**src/rtl/score_bcd_converter.sv**
```systemverilog
// Score counter with a serial double-dabble binary-to-BCD converter.
// Results are handed to a digit renderer through a one-cycle load strobe.
module score_bcd_converter #(
  parameter logic [9:0] MAX_SCORE = 10'd999
) (
  input  logic       clk,
  input  logic       resetn,
  input  logic       clear,
  input  logic       hit,
  input  logic       penalty,
  input  logic       renderer_busy,
  output logic [9:0] score,
  output logic [3:0] hundreds,
  output logic [3:0] tens,
  output logic [3:0] ones,
  output logic       ld_en,
  output logic       busy,
  output logic       max_reached
);

  typedef enum logic [1:0] {
    IDLE,
    SHIFT,
    LOAD
  } state_t;

  state_t      state;
  logic [9:0]  score_next;
  logic        score_evt;
  logic        pending;
  logic        leave_idle;
  logic [9:0]  snap;
  logic [11:0] scratch;
  logic [3:0]  cnt;
  logic [11:0] adj;
  logic [21:0] shifted;

  // Next score: clear wins, simultaneous hit/penalty cancel, both ends saturate
  always_comb begin
    score_next = score;
    if (clear) begin
      score_next = '0;
    end else if (hit && penalty) begin
      score_next = score;
    end else if (hit) begin
      if (score < MAX_SCORE) begin
        score_next = score + 10'd1;
      end
    end else if (penalty) begin
      if (score != 10'd0) begin
        score_next = score - 10'd1;
      end
    end
  end

  assign score_evt  = clear || (score_next != score);
  assign leave_idle = (state == IDLE) && pending;
  assign busy       = (state != IDLE);

  // Double-dabble step: bias nibbles >= 5 so the shift carries in decimal
  assign adj[3:0]   = (scratch[3:0] >= 4'd5)
                    ? scratch[3:0] + 4'd3 : scratch[3:0];
  assign adj[7:4]   = (scratch[7:4] >= 4'd5)
                    ? scratch[7:4] + 4'd3 : scratch[7:4];
  assign adj[11:8]  = (scratch[11:8] >= 4'd5)
                    ? scratch[11:8] + 4'd3 : scratch[11:8];
  assign shifted    = {adj, snap} << 1;

  // Score register and its saturation flag share one edge
  always_ff @(posedge clk or negedge resetn) begin
    if (!resetn) begin
      score       <= '0;
      max_reached <= 1'b0;
    end else begin
      score       <= score_next;
      max_reached <= (score_next == MAX_SCORE);
    end
  end

  // Pending request: a new event beats the consume on leaving IDLE
  always_ff @(posedge clk or negedge resetn) begin
    if (!resetn) begin
      pending <= 1'b0;
    end else if (score_evt) begin
      pending <= 1'b1;
    end else if (leave_idle) begin
      pending <= 1'b0;
    end
  end

  // Conversion FSM: snapshot, ten shift steps, then load when renderer free
  always_ff @(posedge clk or negedge resetn) begin
    if (!resetn) begin
      state    <= IDLE;
      snap     <= '0;
      scratch  <= '0;
      cnt      <= '0;
      hundreds <= '0;
      tens     <= '0;
      ones     <= '0;
      ld_en    <= 1'b0;
    end else begin
      ld_en <= 1'b0;
      unique case (state)
        IDLE: begin
          if (pending) begin
            snap    <= score;
            scratch <= '0;
            cnt     <= 4'd10;
            state   <= SHIFT;
          end
        end
        SHIFT: begin
          scratch <= shifted[21:10];
          snap    <= shifted[9:0];
          cnt     <= cnt - 4'd1;
          if (cnt == 4'd1) begin
            state <= LOAD;
          end
        end
        LOAD: begin
          if (!renderer_busy) begin
            hundreds <= scratch[11:8];
            tens     <= scratch[7:4];
            ones     <= scratch[3:0];
            ld_en    <= 1'b1;
            state    <= IDLE;
          end
        end
        default: begin
          state <= IDLE;
        end
      endcase
    end
  end

endmodule

```
**config.mk**
```make
export PLATFORM = sky130hd
export DESIGN_NAME = score_bcd_converter
export DESIGN_NICKNAME = d
export VERILOG_FILES = /design/src/rtl/score_bcd_converter.sv
export SDC_FILE = /design/constraint.sdc
export NUM_CORES = 1
export LEC_CHECK = 0
export CAP_MARGIN = 0
export CORE_MARGIN = 1
export CORE_UTILIZATION = 26
export CTS_CLUSTER_DIAMETER = 120
export DETAILED_ROUTE_END_ITERATION = 10
export GPL_TIMING_DRIVEN = 0
export SLEW_MARGIN = 20
export SYNTH_ARGS = -nofsm -noshare
export SYNTH_HDL_FRONTEND = slang
export SYNTH_SLANG_ARGS = --single-unit
```
**constraint.sdc**
```tcl
create_clock -name clk -period 2.4 [get_ports clk]
set_input_delay 0.72 -clock clk [delete_from_list [all_inputs] [get_ports clk]]
set_output_delay 0.72 -clock clk [all_outputs]
set_load 0.005 [all_outputs]
```
==> results of run 1 <==
==> worst max-delay path: cells and delay by family, from the launching register on <==
family / cells / cell delay [ns]
simple gates: 4 / 1.35
flops: 1 / 0.44
compound gates: 2 / 0.34
buf+inv: 1 / 0.08
fa+ha+maj: 1 / 0.14
==> metrics by stage <==
stage / hold slack (ns) / power (uW)
2_1_floorplan: 0.424 / 2380
3_3_place_gp: 0.461 / 2840
3_5_place_dp: 0.464 / 2880
4_1_cts: 0.463 / 3530
5_1_grt: 0.494 / 3860
6_report: 0.427 / 3530
==> worst max-delay path by stage <==
stage | startpoint | end | slack, ns | cells past startpoint
after global routing | score[1] | max_reached | -0.1 | 8
final | score[1] | max_reached | -0.03 | 8
after detailed placement | hit | max_reached | -0.72 | 7
after global placement | resetn | score[7] | -1.06 | 1
after CTS | score[1] | max_reached | -0.02 | 8
after floorplan | score[1] | max_reached | 0.01 | 8
==> cells in the mapped netlist, drive strengths merged (3+ instances only) <==
cell type	number	area share (%)
nand2b	6	1.4
a211oi	7	2.1
o31ai	6	1.6
dfrtp	53	48
ha	10	4.5
and3	3	0.68
o21ai	15	2.7
a22oi	11	3.0
nand2	28	3.8
a32o	3	1.1
nor2b	4	0.90
and2	3	0.68
xnor2	5	1.6
xor2	3	0.95
nor3b	3	0.81
mux2	13	5.3
nand4	4	0.90
nand3	11	2.0
clkbuf	14	1.9
a21oi	11	2.0
nor3	8	1.4
inv	14	1.9
nor2	15	2.0
==> cell type report <==
type	instances	area [sq um]
buffer	13	58.8
clock buffer	5	68.8
clock inverter	3	22.5
fill	1062	6820
inverter	14	55.1
multi-input combinational	197	1420
sequential	53	1330
tap	136	170
timing repair buffer	42	385
==> registers in the layout, indices dropped and copies added, names as in the netlist <==
register,count
max_reached,1
ones,4
pending,1
scratch,12
hundreds,4
snap,10
ld_en,1
cnt,4
score,10
state,2
tens,4
==> cell usage in the layout (no fill, tap or decap), types with 3 or more instances in the layout <==
master	instances
nor2b_1	3
and2_1	3
xnor2_1	5
buf_4	13
a21oi_1	11
xor2_1	3
nand3_1	11
and3_1	3
clkdlybuf4s50_1	27
nand2b_1	5
nand2_1	28
clkbuf_8	5
nand4_1	4
nor2_1	15
o21ai_0	15
mux2_2	13
a211oi_2	3
a211oi_1	4
a22oi_1	11
a32o_1	3
dfrtp_1	51
nor3_1	6
ha_1	9
o31ai_1	5
clkbuf_1	9
inv_1	12
==> power by group through the flow <==
stage	sequential, uW	clock [uW]	combinational [uW]
floorplan	1380	0	1000
global placement	1420	0	1420
detailed placement	1430	0	1450
CTS	1430	553	1550
global route	1480	580	1790
finish	1430	529	1570
==> metal layers <==
metal	track usage (%)	up-vias	share of wire (%)	wire length (microns)
li1	-	1099	-	-
met1	16.3	1107	48	3180
met2	20.7	65	46	3080
met3	2.60	8	4.1	269
met5	0	-	0	0
met4	4.73	0	1.4	91
==> timing repair <==
item                                    in CTS  in global routing
setup buffers                               13                  1
gates resized for setup                     16                  7
pin swaps                                    5                  1
endpoints found under the setup margin       6                 11
==> kinds of logic (layout without fill, tap and decap cells) <==
| logic type | count (synthesis) | after routing | synth area share, % |
|---|---|---|---|
| xor gates and xnor gates | 8 | 8 | 2.52 |
| DFF | 53 | 53 | 47.7 |
| muxes | 15 | 15 | 5.99 |
| AOI/OAI and AO/OA | 70 | 70 | 17.5 |
| adders and majority gates | 10 | 10 | 4.50 |
| and+or+nand+nor | 94 | 94 | 17.5 |
| buffers and inverters | 30 | 77 | 4.32 |
==> results.ini, run 1 <==
[cts]
cts_made_buffers=5
clk_pin_slew_worst_paths_ns=0.11
htreeDepth=2
cts_hold_buf=0
cts_buffer_depth=2
clock_latency_ns=0.31
cts_tree=built
clock-root-buffer=clkbuf_8
cts_sinks=53

[flow_run]
cap_violations=0

[status]
status=finished, violations left
violations=setup timing

[yosys]
synthFlopType=dfrtp_1
netlist_area_sq_mm=0.00278
netlist_instances=280
ys_seq_elements=53
ys_types=48
async_flop_share_pct=100
ys_warn_count=0
seq_area_frac_synth_pct=47.7
syn_area_per_cell_sq_um=9.93
synth_nets=296
synth-edff-count=0

[route]
wl_per_cell_microns=14.3
drt_iter0_drc=93
drc=0
via_count=2279
wirelength_mm=6.62
vias_per_cell=4.92
ant_nets=0
first_pass_iters=4

[global_routing]
antenna_found_initial=0
grtUsageTotal_pct=12.6
grt_first_pass_wirelength_mm=11.4
grt_max_degree=54
grt-ovfl-total=0
grt_pass1_vias=2363

[sta]
worstMarginPinSlew_ns=0.688
min_period_over_period_pct=101
tns_ns=-0.0264
relSlewSlack_pct=54.2
fmax_mhz=412
hold_viol=0
setup_ws_ns=-0.0264
setup_viol=1
clock_skew_ns=0.00742
slew_viol_final=0
period_minus_slack_ns=2.43
grt_setup_unrepaired=yes

[placed_design]
dpl-instance-area_sq_mm=0.00325
hpwl_mm=4.46
pre_cts_slack_ns=-0.723
dp.cells=446
portBuffers=30
globalplace.congestion=0.828

[setup_path]
worstPathRequired_ns=2.62
critPathMaxStageDelay_ns=0.53
crit_fanout=3
r2r_end=max_reached
crit_type=flop to flop
regToRegSetupSlack_ns=-0.03
start_kind=flop
reg2reg_from=score[1]
worstPathArrival_ns=2.65
cp-end-kind=flop
critPathSlowestCell=or4_1
ff2ff_path_depth=8
crit_chain=inv_2, ha_4, or4b_4, or4_1, o211a_1, a211oi_2, nand4_1, nor4_2

[die]
initial_core_util_pct=26.9
dieArea_sq_mm=0.0111
die_w_microns=105
die_h_microns=105
boundaryPins=31
coreArea_sq_mm=0.0103
fp-row-count=37

[worst_hold_path]
hold_path.class=input port to async pin

[cells_and_area]
n_antenna_cell=0
final_nets=342
syn2layout_area_growth_pct=26.1
postLayoutCellArea_sq_mm=0.00351
instances_no_fill=463
postLayoutCoreUtil_pct=34.0
final_layout_size_suffix_gt1_share_pct=18.3

[pwr]
p_switching_uw=1400
p_comb_share_pct=44.4
power.leakage_uw=0.00150
peakVddDrop_mv=0.377
swShare_pct=39.7
p_clk_share_pct=15.0
powerDensity_mw_per_mm2=1010
power_frac_seq_pct=40.6
internal_power_uw=2130

Note: power is estimated with default switching activity, not from simulation.
==> run 2: changes to the inputs <==
--- a/config.mk
+++ b/config.mk
@@ -10,7 +10,7 @@
 export CORE_UTILIZATION = 26
 export CTS_CLUSTER_DIAMETER = 120
 export DETAILED_ROUTE_END_ITERATION = 10
-export GPL_TIMING_DRIVEN = 0
+export GPL_ROUTABILITY_DRIVEN = 1
 export SLEW_MARGIN = 20
 export SYNTH_ARGS = -nofsm -noshare
 export SYNTH_HDL_FRONTEND = slang
==> results.ini, run 2 (synthesis gave the netlist of run 1 again) <==
[status]
status=complete, no violations

[die]
fp-row-count=37  ; unchanged
dieArea_sq_mm=0.0111  ; unchanged
coreArea_sq_mm=0.0103  ; unchanged
die_h_microns=105  ; unchanged
boundaryPins=31  ; unchanged
initial_core_util_pct=26.9  ; unchanged
die_w_microns=105  ; unchanged

[sta]
period_minus_slack_ns=2.38  ; -0.0468 ns
min_period_over_period_pct=99.1  ; -2.0 points
setup_viol=0  ; -1
fmax_mhz=420  ; +2.0%
worstMarginPinSlew_ns=0.650  ; -0.0376 ns
setup_ws_ns=0.0205  ; +0.0468 ns
hold_viol=0  ; unchanged
slew_viol_final=0  ; unchanged
relSlewSlack_pct=56.5  ; +2.3 points
grt_setup_unrepaired=yes
clock_skew_ns=0.00743  ; +0.0000109 ns

[cells_and_area]
largest_reg_flops=12  ; unchanged
max_flop_register=scratch
layout_commonest_cell=dfrtp_1
final_layout_size_suffix_gt1_share_pct=24.1  ; +5.7 points
final_nets=360  ; +5.3%
syn2layout_area_growth_pct=33.1
top_regs=scratch (12), score (10), snap (10)
n_antenna_cell=0  ; unchanged
postLayoutCellArea_sq_mm=0.00370  ; +5.5%
nFillCells=1022  ; -3.8%
layout_common_cells=53 x dfrtp_1, 41 x buf_4, 29 x clkdlybuf4s50_1, 28 x nand2_1
instances_no_fill=481  ; +3.9%
postLayoutCoreUtil_pct=35.8  ; +1.9 points

[route]
drc=0  ; unchanged
first_pass_iters=4  ; unchanged
via_count=2347  ; +3.0%
ant_nets=0  ; unchanged
drt_iter0_drc=90  ; -3.2%
wl_per_cell_microns=13.8  ; -3.3%
wirelength_mm=6.65  ; +0.45%
vias_per_cell=4.88  ; -0.87%

[cts]
clock_latency_ns=0.31  ; about the same
clk_pin_slew_worst_paths_ns=0.10  ; about the same
cts_hold_buf=0  ; unchanged
cts_made_buffers=5  ; unchanged
htreeDepth=2  ; unchanged
clock-root-buffer=clkbuf_8
cts_sinks=53  ; unchanged
cts_tree=built
cts_buffer_depth=2  ; unchanged

[setup_path]
worstPathArrival_ns=2.60  ; -0.05 ns
worstPathRequired_ns=2.62  ; about the same
crit_fanout=8  ; +5
crit_buf_inv=3  ; +2
start_kind=input port
worst-path-stages=9  ; +1
cp-end-kind=flop
crit_type=input port to flop
critPathSlowestCell=clkdlybuf4s50_1
critPathMaxStageDelay_ns=0.44  ; -0.09 ns
crit_chain=clkdlybuf4s50_1, nand2b_1, buf_4, a31oi_2, buf_6, a211oi_1, a31o_2, nand4bb_1, nor4_2
critPathTopFamily=buffers and inverters
ff2ff_path_depth=8  ; unchanged

[placed_design]
hpwl_mm=4.83  ; +8.2%
globalplace.congestion=0.846  ; +2.1%
pre_cts_slack_ns=-0.348  ; +0.375 ns
dp.cells=472  ; +5.8%
portBuffers=30  ; unchanged
dpl-instance-area_sq_mm=0.00351  ; +8.1%

[global_routing]
grtUsageTotal_pct=12.8  ; +0.20 points
grt_first_pass_wirelength_mm=11.5  ; +0.84%
grt_max_degree=32  ; -41%
grt-ovfl-total=0  ; unchanged
antenna_found_initial=0  ; unchanged
grt_pass1_vias=2326  ; -1.6%

[pwr]
power.leakage_uw=0.00164  ; +9.3%
peakVddDrop_mv=0.462  ; +22%
powerDensity_mw_per_mm2=1020  ; +1.3%

[worst_hold_path]
hold_path.class=input port to async pin

[flow_run]
cap_violations=0  ; unchanged

-- run 2: changes by cell type in the layout (fill, tap and decap cells not counted), sizes merged --
| cell | delta |
|---|---|
| dlygate4sd2 | -2 |
| clkbuf | -11 |
| buf | +29 |
| bufinv | +2 |
| clkinv | -2 |
| clkdlybuf4s50 | +2 |
-- run 2: routing by layer --
layer  up-vias  share of wire [%]  track usage [%]
met4         0               0.93             4.12
met2        47                 47             20.2
met3         6                3.8             2.66
met5         -                  0                0
met1      1154                 48             17.5
li1       1140                  -                -
-- run 2: layout make-up --
| type | count | area [sq um] | share of cell area [%] |
|---|---|---|---|
| Multi-Input combinational cell | 197 | 1380 | 37.4 |
| Sequential cell | 53 | 1330 | 35.8 |
| Timing Repair Buffer | 73 | 634 | 17.1 |
| Tap cell | 136 | 170 | 4.60 |
| Clock buffer | 5 | 68.8 | 1.86 |
| Clock inverter | 3 | 65.1 | 1.76 |
| Inverter | 14 | 52.6 | 1.42 |
-- run 2: path summary, 6_finish.rpt --
check,endpoint,slack [ns],startpoint
hold reg to reg,snap[6],0.49,snap[6]
min in group clk,snap[6],0.49,snap[6]
setup / recovery,max_reached,0.02,hit
hold / removal,hundreds[2],0.37,resetn
max in group asynchronous,snap[5],1.47,resetn
setup reg to reg,max_reached,0.06,score[0]
-- run 2: power by group --
part           total [uW]  switching, uW  leakage [uW]  internal (uW)
Clock                 721            307     0.0000681            415
Combinational        1630            827      0.000878            808
Sequential           1410            240      0.000698           1170
Total                3770           1370       0.00164           2400
-- run 2: repair_timing --
item | 4_1_cts | 5_1_grt
buffers inserted | 0 | 1
gates resized for setup | 3 | 6
setup endpoints to repair | 1 | 1
pin swaps | 3 | 0
hold endpoints to repair | 0 | 0
cloned | 0 | 0
-- run 2: per-stage QoR --
stage	setup TNS, ns	total power, uW	hold slack, ns
4_1_cts	0	3770	0.381
2_1_floorplan	0	2380	0.424
5_1_grt	-0.0464	4080	0.404
3_3_place_gp	-0.665	3000	0.460
6_report	0	3770	0.371
3_5_place_dp	-0.776	3040	0.465
